`src/rtl/path_delay_meter_if.sv`:
```
// path_delay_meter_if: run control, path drive/sense and result bus of the delay meter
interface path_delay_meter_if #(
  parameter int CNT_W  = 16,
  parameter int TRIALS = 8
);
  localparam int SUM_W = CNT_W + $clog2(TRIALS);
  logic             start;
  logic             path_launch;
  logic             path_sense;
  logic             busy;
  logic             done;
  logic             timeout_err;
  logic [SUM_W-1:0] delay_sum;
  logic [CNT_W-1:0] delay_min;
  logic [CNT_W-1:0] delay_max;
  modport master (
    output start, path_sense,
    input  path_launch, busy, done, timeout_err, delay_sum, delay_min, delay_max
  );
  modport slave (
    input  start, path_sense,
    output path_launch, busy, done, timeout_err, delay_sum, delay_min, delay_max
  );
endinterface

```
`src/rtl/path_delay_meter.sv`:
```
// path_delay_meter: launches alternating edges into a delay path and measures sum/min/max arrival in clock cycles
module path_delay_meter #(
  parameter int CNT_W     = 16,
  parameter int TRIALS    = 8,
  parameter int TIMEOUT   = 1023,
  parameter int SETTLE    = 16,
  parameter bit INVERTING = 1'b0
) (
  input logic               clk,
  input logic               rst_n,
  path_delay_meter_if.slave bus
);
  localparam int IDX_W = $clog2(TRIALS);
  localparam int SUM_W = CNT_W + IDX_W;
  localparam int ST_W  = SETTLE > 1 ? $clog2(SETTLE) : 1;
  typedef enum logic [2:0] {S_IDLE, S_SETTLE, S_LAUNCH, S_WAIT, S_ACCUM, S_DONE} state_t;
  state_t           state_q;
  logic             sync1_q, sync2_q;
  logic             launch_q, busy_q, done_q, terr_q;
  logic [IDX_W-1:0] idx_q;
  logic [ST_W-1:0]  settle_q;
  logic [CNT_W-1:0] cnt_q, cnt_d, min_q, max_q;
  logic [SUM_W-1:0] sum_q;
  logic             hit;
  assign cnt_d = cnt_q + 1'b1;
  // arrival: synchronised sense has reached the level expected for the current launch
  assign hit = sync2_q == (launch_q ^ INVERTING);
  // two-flop synchroniser for the asynchronous path output, idling at the path's rest level
  always_ff @(posedge clk or negedge rst_n) begin
    if (!rst_n) begin
      sync1_q <= INVERTING;
      sync2_q <= INVERTING;
    end else begin
      sync1_q <= bus.path_sense;
      sync2_q <= sync1_q;
    end
  end
  // run sequencer: settle, launch, wait for arrival, accumulate, repeat per trial
  always_ff @(posedge clk or negedge rst_n) begin
    if (!rst_n) begin
      state_q  <= S_IDLE;
      launch_q <= 1'b0;
      busy_q   <= 1'b0;
      done_q   <= 1'b0;
      terr_q   <= 1'b0;
      idx_q    <= '0;
      settle_q <= '0;
      cnt_q    <= '0;
      sum_q    <= '0;
      min_q    <= '1;
      max_q    <= '0;
    end else begin
      done_q <= 1'b0;
      case (state_q)
        S_IDLE: if (bus.start) begin
          busy_q   <= 1'b1;
          idx_q    <= '0;
          sum_q    <= '0;
          terr_q   <= 1'b0;
          min_q    <= '1;
          max_q    <= '0;
          settle_q <= '0;
          state_q  <= S_SETTLE;
        end
        S_SETTLE: begin
          settle_q <= settle_q + 1'b1;
          if (settle_q == ST_W'(SETTLE - 1)) state_q <= S_LAUNCH;
        end
        S_LAUNCH: begin
          launch_q <= ~launch_q;
          cnt_q    <= '0;
          state_q  <= S_WAIT;
        end
        S_WAIT: begin
          if (hit) state_q <= S_ACCUM;
          else if (cnt_d == CNT_W'(TIMEOUT)) begin
            terr_q  <= 1'b1;
            done_q  <= 1'b1;
            state_q <= S_DONE;
          end else cnt_q <= cnt_d;
        end
        S_ACCUM: begin
          sum_q    <= sum_q + SUM_W'(cnt_q);
          min_q    <= cnt_q < min_q ? cnt_q : min_q;
          max_q    <= cnt_q > max_q ? cnt_q : max_q;
          idx_q    <= idx_q + 1'b1;
          settle_q <= '0;
          done_q   <= idx_q == IDX_W'(TRIALS - 1);
          state_q  <= idx_q == IDX_W'(TRIALS - 1) ? S_DONE : S_SETTLE;
        end
        S_DONE: begin
          launch_q <= 1'b0;
          busy_q   <= 1'b0;
          state_q  <= S_IDLE;
        end
        default: state_q <= S_IDLE;
      endcase
    end
  end
  assign bus.path_launch = launch_q;
  assign bus.busy        = busy_q;
  assign bus.done        = done_q;
  assign bus.timeout_err = terr_q;
  assign bus.delay_sum   = sum_q;
  assign bus.delay_min   = min_q;
  assign bus.delay_max   = max_q;
endmodule

```
`src/flat_wrapper.sv`:
```
// flat-port wrapper written by rule: the top's interface ports become plain ports
module path_delay_meter_flat 
#(
  parameter int CNT_W     = 16,
  parameter int TRIALS    = 8,
  parameter int TIMEOUT   = 1023,
  parameter int SETTLE    = 16,
  parameter bit INVERTING = 1'b0
)
  (clk, rst_n, bus_start, bus_path_sense, bus_path_launch, bus_busy, bus_done, bus_timeout_err, bus_delay_sum, bus_delay_min, bus_delay_max);
  path_delay_meter_if #(.CNT_W(CNT_W), .TRIALS(TRIALS)) bus_i ();
  input logic clk;
  input logic rst_n;
  input wire logic [$bits(bus_i.start)-1:0] bus_start;
  input wire logic [$bits(bus_i.path_sense)-1:0] bus_path_sense;
  output wire logic [$bits(bus_i.path_launch)-1:0] bus_path_launch;
  output wire logic [$bits(bus_i.busy)-1:0] bus_busy;
  output wire logic [$bits(bus_i.done)-1:0] bus_done;
  output wire logic [$bits(bus_i.timeout_err)-1:0] bus_timeout_err;
  output wire logic [$bits(bus_i.delay_sum)-1:0] bus_delay_sum;
  output wire logic [$bits(bus_i.delay_min)-1:0] bus_delay_min;
  output wire logic [$bits(bus_i.delay_max)-1:0] bus_delay_max;
  assign bus_i.start = bus_start;
  assign bus_i.path_sense = bus_path_sense;
  assign bus_path_launch = bus_i.path_launch;
  assign bus_busy = bus_i.busy;
  assign bus_done = bus_i.done;
  assign bus_timeout_err = bus_i.timeout_err;
  assign bus_delay_sum = bus_i.delay_sum;
  assign bus_delay_min = bus_i.delay_min;
  assign bus_delay_max = bus_i.delay_max;
  path_delay_meter #(.CNT_W(CNT_W), .TRIALS(TRIALS), .TIMEOUT(TIMEOUT), .SETTLE(SETTLE), .INVERTING(INVERTING)) u_core (.clk(clk), .rst_n(rst_n), .bus(bus_i));
endmodule
```
`config.mk`:
```
export PLATFORM = sky130hd
export DESIGN_NAME = path_delay_meter_flat
export DESIGN_NICKNAME = d
export VERILOG_FILES = /design/src/rtl/path_delay_meter_if.sv /design/src/rtl/path_delay_meter.sv /design/src/flat_wrapper.sv
export SDC_FILE = /design/constraint.sdc
export NUM_CORES = 1
export LEC_CHECK = 0
export CAP_MARGIN = 40
export CORE_AREA = 2 2 101 103
export CTS_BUF_LIST = sky130_fd_sc_hd__clkbuf_8
export DETAILED_ROUTE_END_ITERATION = 8
export DIE_AREA = 0 0 103 105
export GPL_TIMING_DRIVEN = 0
export PLACE_DENSITY_LB_ADDON = 0.2
export SETUP_SLACK_MARGIN = 0.05
export SLEW_MARGIN = 20
export SYNTH_ARGS = -nofsm -noshare
export SYNTH_HDL_FRONTEND = slang
export SYNTH_SLANG_ARGS = --single-unit
```
`constraint.sdc`:
```
create_clock -name clk -period 3.37 [get_ports clk]
set_input_delay 1.011 -clock clk [delete_from_list [all_inputs] [get_ports clk]]
set_output_delay 1.011 -clock clk [all_outputs]
set_load 0.02 [all_outputs]
```
==> impl_summary.txt, run 1 <==
----------------------------------------------------
[Status]
  Status ... complete, no violations

[Placed design]
  Final HPWL from detailed placement ... 10,790 um
  Count of buffers inserted at the top-level ports ... 58
  Post-Place Worst Slack ... 0.04336 ns
  Routability Congestion ... 0.9107
  Cell total after placement ... 792

[Final layout]
  Growth of design area from synthesis to finish ... 18.65%
  Number of diodes ... 0
  Share of layout cells above drive strength 1 ... 0.1081
  Final std cells w/o fill ... 808
  Final layout net count ... 727

[STA]
  Count of endpoints failing setup in the final report ... 0
  Worst max-slew margin expressed relative to the limit ... 0.4551
  Final period utilization ... 0.9095
  Worst hold margin ... 0.3656 ns
  Setup slack of the critical path after layout ... 0.3050 ns
  Clock period minus final worst setup slack ... 3.065 ns
  Max frequency ... 326.3 MHz
  Final hold violation count ... 0
  Worst-margin pin slew ... 0.8159 ns
  Slew Viols, Final ... 0
  Unrepaired setup endpoints after global routing ... false
  Clock skew ... 0.008434 ns

[Detailed routing]
  DRC violations left ... 0
  Detailed-routing wirelength on met1 ... 6605 um
  Post-detailed-route count of antenna-violating nets ... 0
  Amount of wire on met2 after detailed routing ... 7148 um
  Post-detailed-route wirelength per cell ... 18.07 um
  Number of DRC markers in iteration 0 ... 284
  Highest metal layer with signal wires ... met4
  Router iterations before antenna repair ... 5
  Met3 wire length ... 648 um
  Drt total wl ... 14,600 um
  Via count ... 4,840
  Via count normalized by instance count ... 5.990

[Global route]
  Initial antenna violation count ... 0
  Combined global-route utilization of all metal layers ... 0.2860
  Wire length of the first global-routing pass ... 24,190 um
  Pin count of the biggest net entering global routing ... 50
  Vias in the first global route ... 4,740
  Grt ovf ... 0

[Setup path]
  Largest fanout of any net on the critical path ... 10
  Required time at the worst-slack endpoint ... 3.63 ns
  Arrival time of data at the critical path endpoint ... 3.32 ns
  Critical path type ... reg2reg
  Number of cell instances on the worst register-to-register path ... 10
  Critical path startpoint category ... register
  Endpoint type of the worst setup path ... register

[Clock tree]
  Skew-Pair Late Insertion Delay ... 0.37 ns
  Clock sink count ... 83
  Total of cells resized after clock tree synthesis ... 0
  TritonCTS clock tree ... done
  Library cell used as clock root buffer ... clkbuf_8
  H-tree levels ... 3
  Clock tree buffer depth ... 2
  Clock-pin slew on the worst setup and hold paths ... 0.09 ns
  TritonCTS Buffers ... 9
  Hold buffer count at cts ... 0
  Number of post-CTS setup repair buffers ... 0

[Synth]
  Distinct cells, synth ... 72
  Async SR Flop Fraction ... 1.000
  Synthesized flop and latch total ... 83
  Post-synthesis area per instance ... 9.269 sq um
  Post-synth EDFFs ... 0
  Post-synth design cell area ... 0.005562 sq mm
  Cell accounting for the most synthesized area ... dfrtp_1
  Net count of the mapped netlist ... 657
  Synth area leaders ... dfrtp_1, ha_1, dfstp_2
  Share of synthesized area occupied by flip-flops and latches ... 0.3771
  Synth top area share ... 0.3015
  Count of yosys warnings during synthesis ... 0
  Post-synth top flop ... dfrtp_1
  Synthesized netlist cell count ... 600

[Floorplanning]
  Vertical die dimension ... 105 um
  Horizontal extent of the die ... 103 um
  Rows ... 36
  Starting Density ... 0.5770
  Die footprint ... 0.01082 sq mm
  Count of pins on the block boundary ... 59
  Core ar. ... 0.009639 sq mm

[Power and ir drop]
  Power Total ... 0.003815 W
  Worst vdd ir ... 0.3970 mV
  Total power density per cell area ... 578.1 mW/mm^2
  Total leakage power ... 3.141 nW

[Worst hold path]
  Cell depth of the worst hold path ... 0
  Worst hold path class ... reg2reg

[Run]
  Number of violations of the max-capacitance limit ... 0

----------------------------------------------------
[cell usage in the layout (no fill, tap or decap), types with 5 or more instances in the layout]
master,synthesis,routed
nor3_1,9,8
a31oi_1,10,10
nor2_1,27,27
a211oi_1,7,7
clkdlybuf4s50_1,0,57
dfstp_2,16,16
a21oi_1,42,42
o21ai_0,37,37
or3_1,5,5
nor2b_1,5,5
mux2i_1,20,20
inv_1,43,43
clkbuf_1,17,17
nand2_1,70,70
clkbuf_8,0,12
xor2_1,7,7
o31ai_2,7,7
and3_1,11,11
nand3_1,14,14
ha_1,52,52
nand4_1,8,8
buf_2,8,8
dfrtp_1,67,67
xnor2_1,9,9
a21o_1,24,24
[routing by layer]
| layer | track usage | up-vias |
|---|---|---|
| met4 | 0.08365 | 0 |
| met2 | 0.4634 | 143 |
| met3 | 0.04080 | 16 |
| li1 | - | 2302 |
| met1 | 0.3953 | 2379 |
| met5 | 0 | - |
[cells by family after synthesis]
| logic type | count (synthesis) | share of synthesized area |
|---|---|---|
| multiplexers | 20 | 0.03600 |
| flip-flops | 83 | 0.3771 |
| AO/OA/AOI/OAI | 174 | 0.2189 |
| adder cells (fa/ha/maj) | 53 | 0.1206 |
| XOR/XNOR | 16 | 0.02520 |
| AND/OR/NAND/NOR | 178 | 0.1667 |
| buffers and inverters | 76 | 0.05557 |
[cell usage after synthesis (8+ instances only)]
| library cell | n |
|---|---|
| nand2_1 | 70 |
| dfrtp_1 | 67 |
| ha_1 | 52 |
| inv_1 | 43 |
| a21oi_1 | 42 |
| o21ai_0 | 37 |
| nor2_1 | 27 |
| a21o_1 | 24 |
| mux2i_1 | 20 |
| clkbuf_1 | 17 |
| dfstp_2 | 16 |
| nand3_1 | 14 |
| and3_1 | 11 |
| a31oi_1 | 10 |
| nor3_1 | 9 |
| xnor2_1 | 9 |
| buf_2 | 8 |
| nand4_1 | 8 |
[state kept, by name, indices dropped and copies added, names as in the netlist]
name                    flops
u_core.sync1_q              1
u_core.bus.delay_max       16
u_core.bus.delay_sum       19
u_core.bus.timeout_err      1
u_core.bus.busy             1
u_core.bus.path_launch      1
u_core.bus.done             1
u_core.state_q              3
u_core.cnt_q               16
u_core.settle_q             4
u_core.idx_q                3
u_core.bus.delay_min       16
u_core.sync2_q              1
[path summary, 6_finish.rpt]
check	startpoint	endpoint	slack, ns
min reg2reg	u_core.sync1_q	u_core.sync2_q	0.37
max in group asynchronous	rst_n	u_core.bus.delay_min[0]	2.11
min in group asynchronous	rst_n	u_core.bus.delay_sum[10]	0.59
max reg2reg	u_core.cnt_q[0]	u_core.bus.delay_sum[14]	0.30
max	u_core.cnt_q[0]	u_core.bus.delay_sum[14]	0.30
min	u_core.sync1_q	u_core.sync2_q	0.37
[where the power goes]
group          switching (W)  internal (W)  total (W)
Sequential          0.000163       0.00125    0.00141
Clock               0.000380      0.000552   0.000933
Combinational       0.000868      0.000600    0.00147
[through the flow]
step | setup TNS, ns | utilization | area (sq um)
after floorplan | 0 | - | 5562
after global placement | -126.96 | 0.6545 | 6309
after detailed placement | 0 | 0.6576 | 6339
after CTS | 0 | 0.6846 | 6599
after global routing | 0 | 0.6846 | 6599
final | 0 | 0.6846 | 6599
[cell type report]
cell class / count / area [sq um]
Fill cell: 798 / 3040
Timing Repair Buffer: 59 / 605.6
Inverter: 44 / 165.2
Tap cell: 133 / 166.4
Buffer: 32 / 143.9
Sequential cell: 83 / 2097
Clock inverter: 4 / 95.09
Multi-Input combinational cell: 441 / 3161
Clock buffer: 12 / 165.2
[worst max-delay path, stage by stage, from the launching register on]
cell and delay, ns:
dfrtp_1 0.50, ha_1 0.27, inv_1 0.08, fa_1 0.21, nor2b_1 0.07, o31ai_1 0.48, a21boi_1 0.21, o211ai_1 0.34
a21boi_0 0.18, or3_1 0.34, a32o_1 0.28
Note: power is estimated with default switching activity, not from simulation.
==> run 2: changes to the inputs <==
- TNS_END_PERCENT: not set -> 5
==> results of run 2 <==
Same layout as run 1: the final DEF is identical, and so are final timing and power.
==> run 3: changes to the inputs <==
- SKIP_LAST_GASP: not set -> 1
- SLEW_MARGIN: 20 -> not set
==> impl_summary.txt, run 3 (synthesized netlist as in run 1, its figures left out) <==
----------------------------------------------------
[Clock tree]
  Clock-pin slew on the worst setup and hold paths ... 0.09 ns (about the same)
  H-tree levels ... 3 (unchanged)
  Total of cells resized after clock tree synthesis ... 0 (unchanged)
  Skew-Pair Late Insertion Delay ... 0.37 ns (about the same)
  Number of post-CTS setup repair buffers ... 0 (unchanged)
  Hold buffer count at cts ... 0 (unchanged)
  TritonCTS Buffers ... 9 (unchanged)
  TritonCTS clock tree ... done (unchanged)
  Library cell used as clock root buffer ... clkbuf_8 (unchanged)
  Clock tree buffer depth ... 2 (unchanged)
  Clock sink count ... 83 (unchanged)

[Setup path]
  Cell-by-cell trace of the critical path ... clkdlybuf4s50_1 > nand3b_1 > and2_1 > clkbuf_1 > buf_1 > nand2_1 > o31ai_1 (was ha_1 > inv_1 > fa_1 > nor2b_1 > o31ai_1 > a21boi_1 > o211ai_1 > a21boi_0 > or3_1 > a32o_1)
  Required time at the worst-slack endpoint ... 3.64 ns (was 3.63 ns)
  Worst path max stage delay ... 0.49 ns (was 0.50 ns)
  Dominant delay contributor by cell family on the critical path ... buffers and inverters (was compound AO/OA/AOI/OAI gates)
  Largest fanout of any net on the critical path ... 10 (unchanged)
  Arrival time of data at the critical path endpoint ... 3.29 ns (was 3.32 ns)
  Cell at the slowest stage of the critical path ... buf_1 (was dfrtp_1)
  Endpoint type of the worst setup path ... register (unchanged)
  Buffering stage count on the worst path with inverters included ... 3 (was 1)
  Number of cell instances on the worst register-to-register path ... 10 (unchanged)
  CP Depth ... 7 (was 10)
  Critical path startpoint category ... input pin (was register)
  Critical path type ... in2reg (was reg2reg)

[Final layout]
  Final layout net count ... 728 (was 727)
  Number of diodes ... 0 (unchanged)
  Max FFs per register ... 19 (unchanged)
  Filler cells ... 787 (was 798)
  Leading cell types in the layout, fill and taps excluded ... nand2_1, dfrtp_1, clkdlybuf4s50_1, ha_1, inv_1 (unchanged)
  Growth of design area from synthesis to finish ... 18.04% (was 18.65%)
  Most common library cell in the layout ignoring fill and taps ... nand2_1 (unchanged)
  Share of layout cells above drive strength 1 ... 0.1080 (was 0.1081)

[Floorplanning]
  Vertical die dimension ... 105 um (unchanged)
  Die footprint ... 0.01082 sq mm (unchanged)
  Core ar. ... 0.009639 sq mm (unchanged)
  Horizontal extent of the die ... 103 um (unchanged)
  Count of pins on the block boundary ... 59 (unchanged)
  Starting Density ... 0.5770 (unchanged)
  Rows ... 36 (unchanged)

[STA]
  Worst hold margin ... 0.3699 ns (was 0.3656 ns)
  Count of endpoints failing setup in the final report ... 0 (unchanged)
  Clock period minus final worst setup slack ... 3.021 ns (was 3.065 ns)
  Slew Viols, Final ... 0 (unchanged)
  Worst max-slew margin expressed relative to the limit ... 0.4590 (was 0.4551)
  Final hold violation count ... 0 (unchanged)
  Final period utilization ... 0.8966 (was 0.9095)
  Unrepaired setup endpoints after global routing ... false (unchanged)
  Clock skew ... 0.01141 ns (was 0.008434 ns)
  Worst-margin pin slew ... 0.8100 ns (was 0.8159 ns)
  Max frequency ... 331.0 MHz (was 326.3 MHz)
  Setup slack of the critical path after layout ... 0.3485 ns (was 0.3050 ns)

[Placed design]
  Post-Place Worst Slack ... 0.04885 ns (was 0.04336 ns)
  Routability Congestion ... 0.9107 (unchanged)
  Final HPWL from detailed placement ... 10,790 um (about the same)
  Count of buffers inserted at the top-level ports ... 58 (unchanged)

[Status]
  Status ... complete, no violations (unchanged)

[Detailed routing]
  Post-detailed-route count of antenna-violating nets ... 0 (unchanged)
  Drt total wl ... 14,650 um (was 14,600 um)
  Router iterations before antenna repair ... 5 (unchanged)
  Via count ... 4,838 (was 4,840)
  Number of DRC markers in iteration 0 ... 322 (was 284)
  Post-detailed-route wirelength per cell ... 18.11 um (was 18.07 um)
  Via count normalized by instance count ... 5.980 (was 5.990)
  DRC violations left ... 0 (unchanged)

[Global route]
  Vias in the first global route ... 4,832 (was 4,740)
  Pin count of the biggest net entering global routing ... 50 (unchanged)
  Initial antenna violation count ... 0 (unchanged)
  Grt ovf ... 0 (unchanged)
  Wire length of the first global-routing pass ... 24,310 um (was 24,190 um)
  Combined global-route utilization of all metal layers ... 0.2890 (was 0.2860)

[Power and ir drop]
  Total leakage power ... 3.122 nW (was 3.141 nW)
  Total power density per cell area ... 565.2 mW/mm^2 (was 578.1 mW/mm^2)
  Worst vdd ir ... 0.4671 mV (was 0.3970 mV)

[Worst hold path]
  Cell depth of the worst hold path ... 0 (unchanged)
  Worst hold path class ... reg2reg (unchanged)

[Run]
  Number of violations of the max-capacitance limit ... 0 (unchanged)

----------------------------------------------------
==> run 3: cell count changes in the layout (fill, tap and decap cells not counted) <==
cell	delta
buf_2	+1
bufinv_16	-1
clkbuf_8	-2
clkinv_4	+1
clkinvlp_4	+2
nor3_1	+1
nor3_2	-1
==> run 3: final cells by class <==
| class | count | area, sq um | share of cell area |
|---|---|---|---|
| multi-input cells | 441 | 3156 | 0.4807 |
| flip-flops and latches | 83 | 2097 | 0.3194 |
| repair buffers | 60 | 610.6 | 0.09301 |
| well taps | 133 | 166.4 | 0.02535 |
| inverters | 44 | 165.2 | 0.02516 |
| plain buffers | 32 | 143.9 | 0.02192 |
| clock buffers | 10 | 137.6 | 0.02096 |
| clock inverters | 6 | 88.84 | 0.01353 |
==> run 3: through the flow <==
| stage | TNS [ns] | instance area (sq um) | utilization | power (W) | instances |
|---|---|---|---|---|---|
| 2_1_floorplan | 0 | 5562 | - | 0.002343 | 600 |
| 3_3_place_gp | -126.96 | 6309 | 0.6545 | 0.002833 | 791 |
| 3_5_place_dp | 0 | 6339 | 0.6576 | 0.002889 | 793 |
| 4_1_cts | 0 | 6565 | 0.6811 | 0.003730 | 809 |
| 5_1_grt | 0 | 6565 | 0.6811 | 0.003961 | 809 |
| 6_report | 0 | 6565 | 0.6811 | 0.003711 | 809 |
==> run 3: path summary, 6_finish.rpt <==
| path | slack [ns] | end | from |
|---|---|---|---|
| min reg2reg | 0.37 | u_core.sync2_q | u_core.sync1_q |
| max reg2reg | 0.36 | u_core.bus.delay_sum[14] | u_core.cnt_q[0] |
| min | 0.37 | u_core.sync2_q | u_core.sync1_q |
| max | 0.35 | u_core.bus.delay_sum[8] | bus_start |
| min in group asynchronous | 0.60 | u_core.bus.delay_sum[14] | rst_n |
| max in group asynchronous | 2.11 | u_core.bus.delay_min[0] | rst_n |
==> run 3: power breakdown <==
part | internal, W | switching (W)
registers | 0.00125 | 0.000163
logic | 0.000602 | 0.000871
clock network | 0.000437 | 0.000386
==> run 3: layer usage <==
metal | track usage | vias up | part of all wire
met5 | 0 | - | 0
met4 | 0.1024 | 0 | 0.018
met3 | 0.03679 | 23 | 0.052
met2 | 0.4596 | 159 | 0.48
met1 | 0.4021 | 2355 | 0.45
li1 | - | 2301 | -
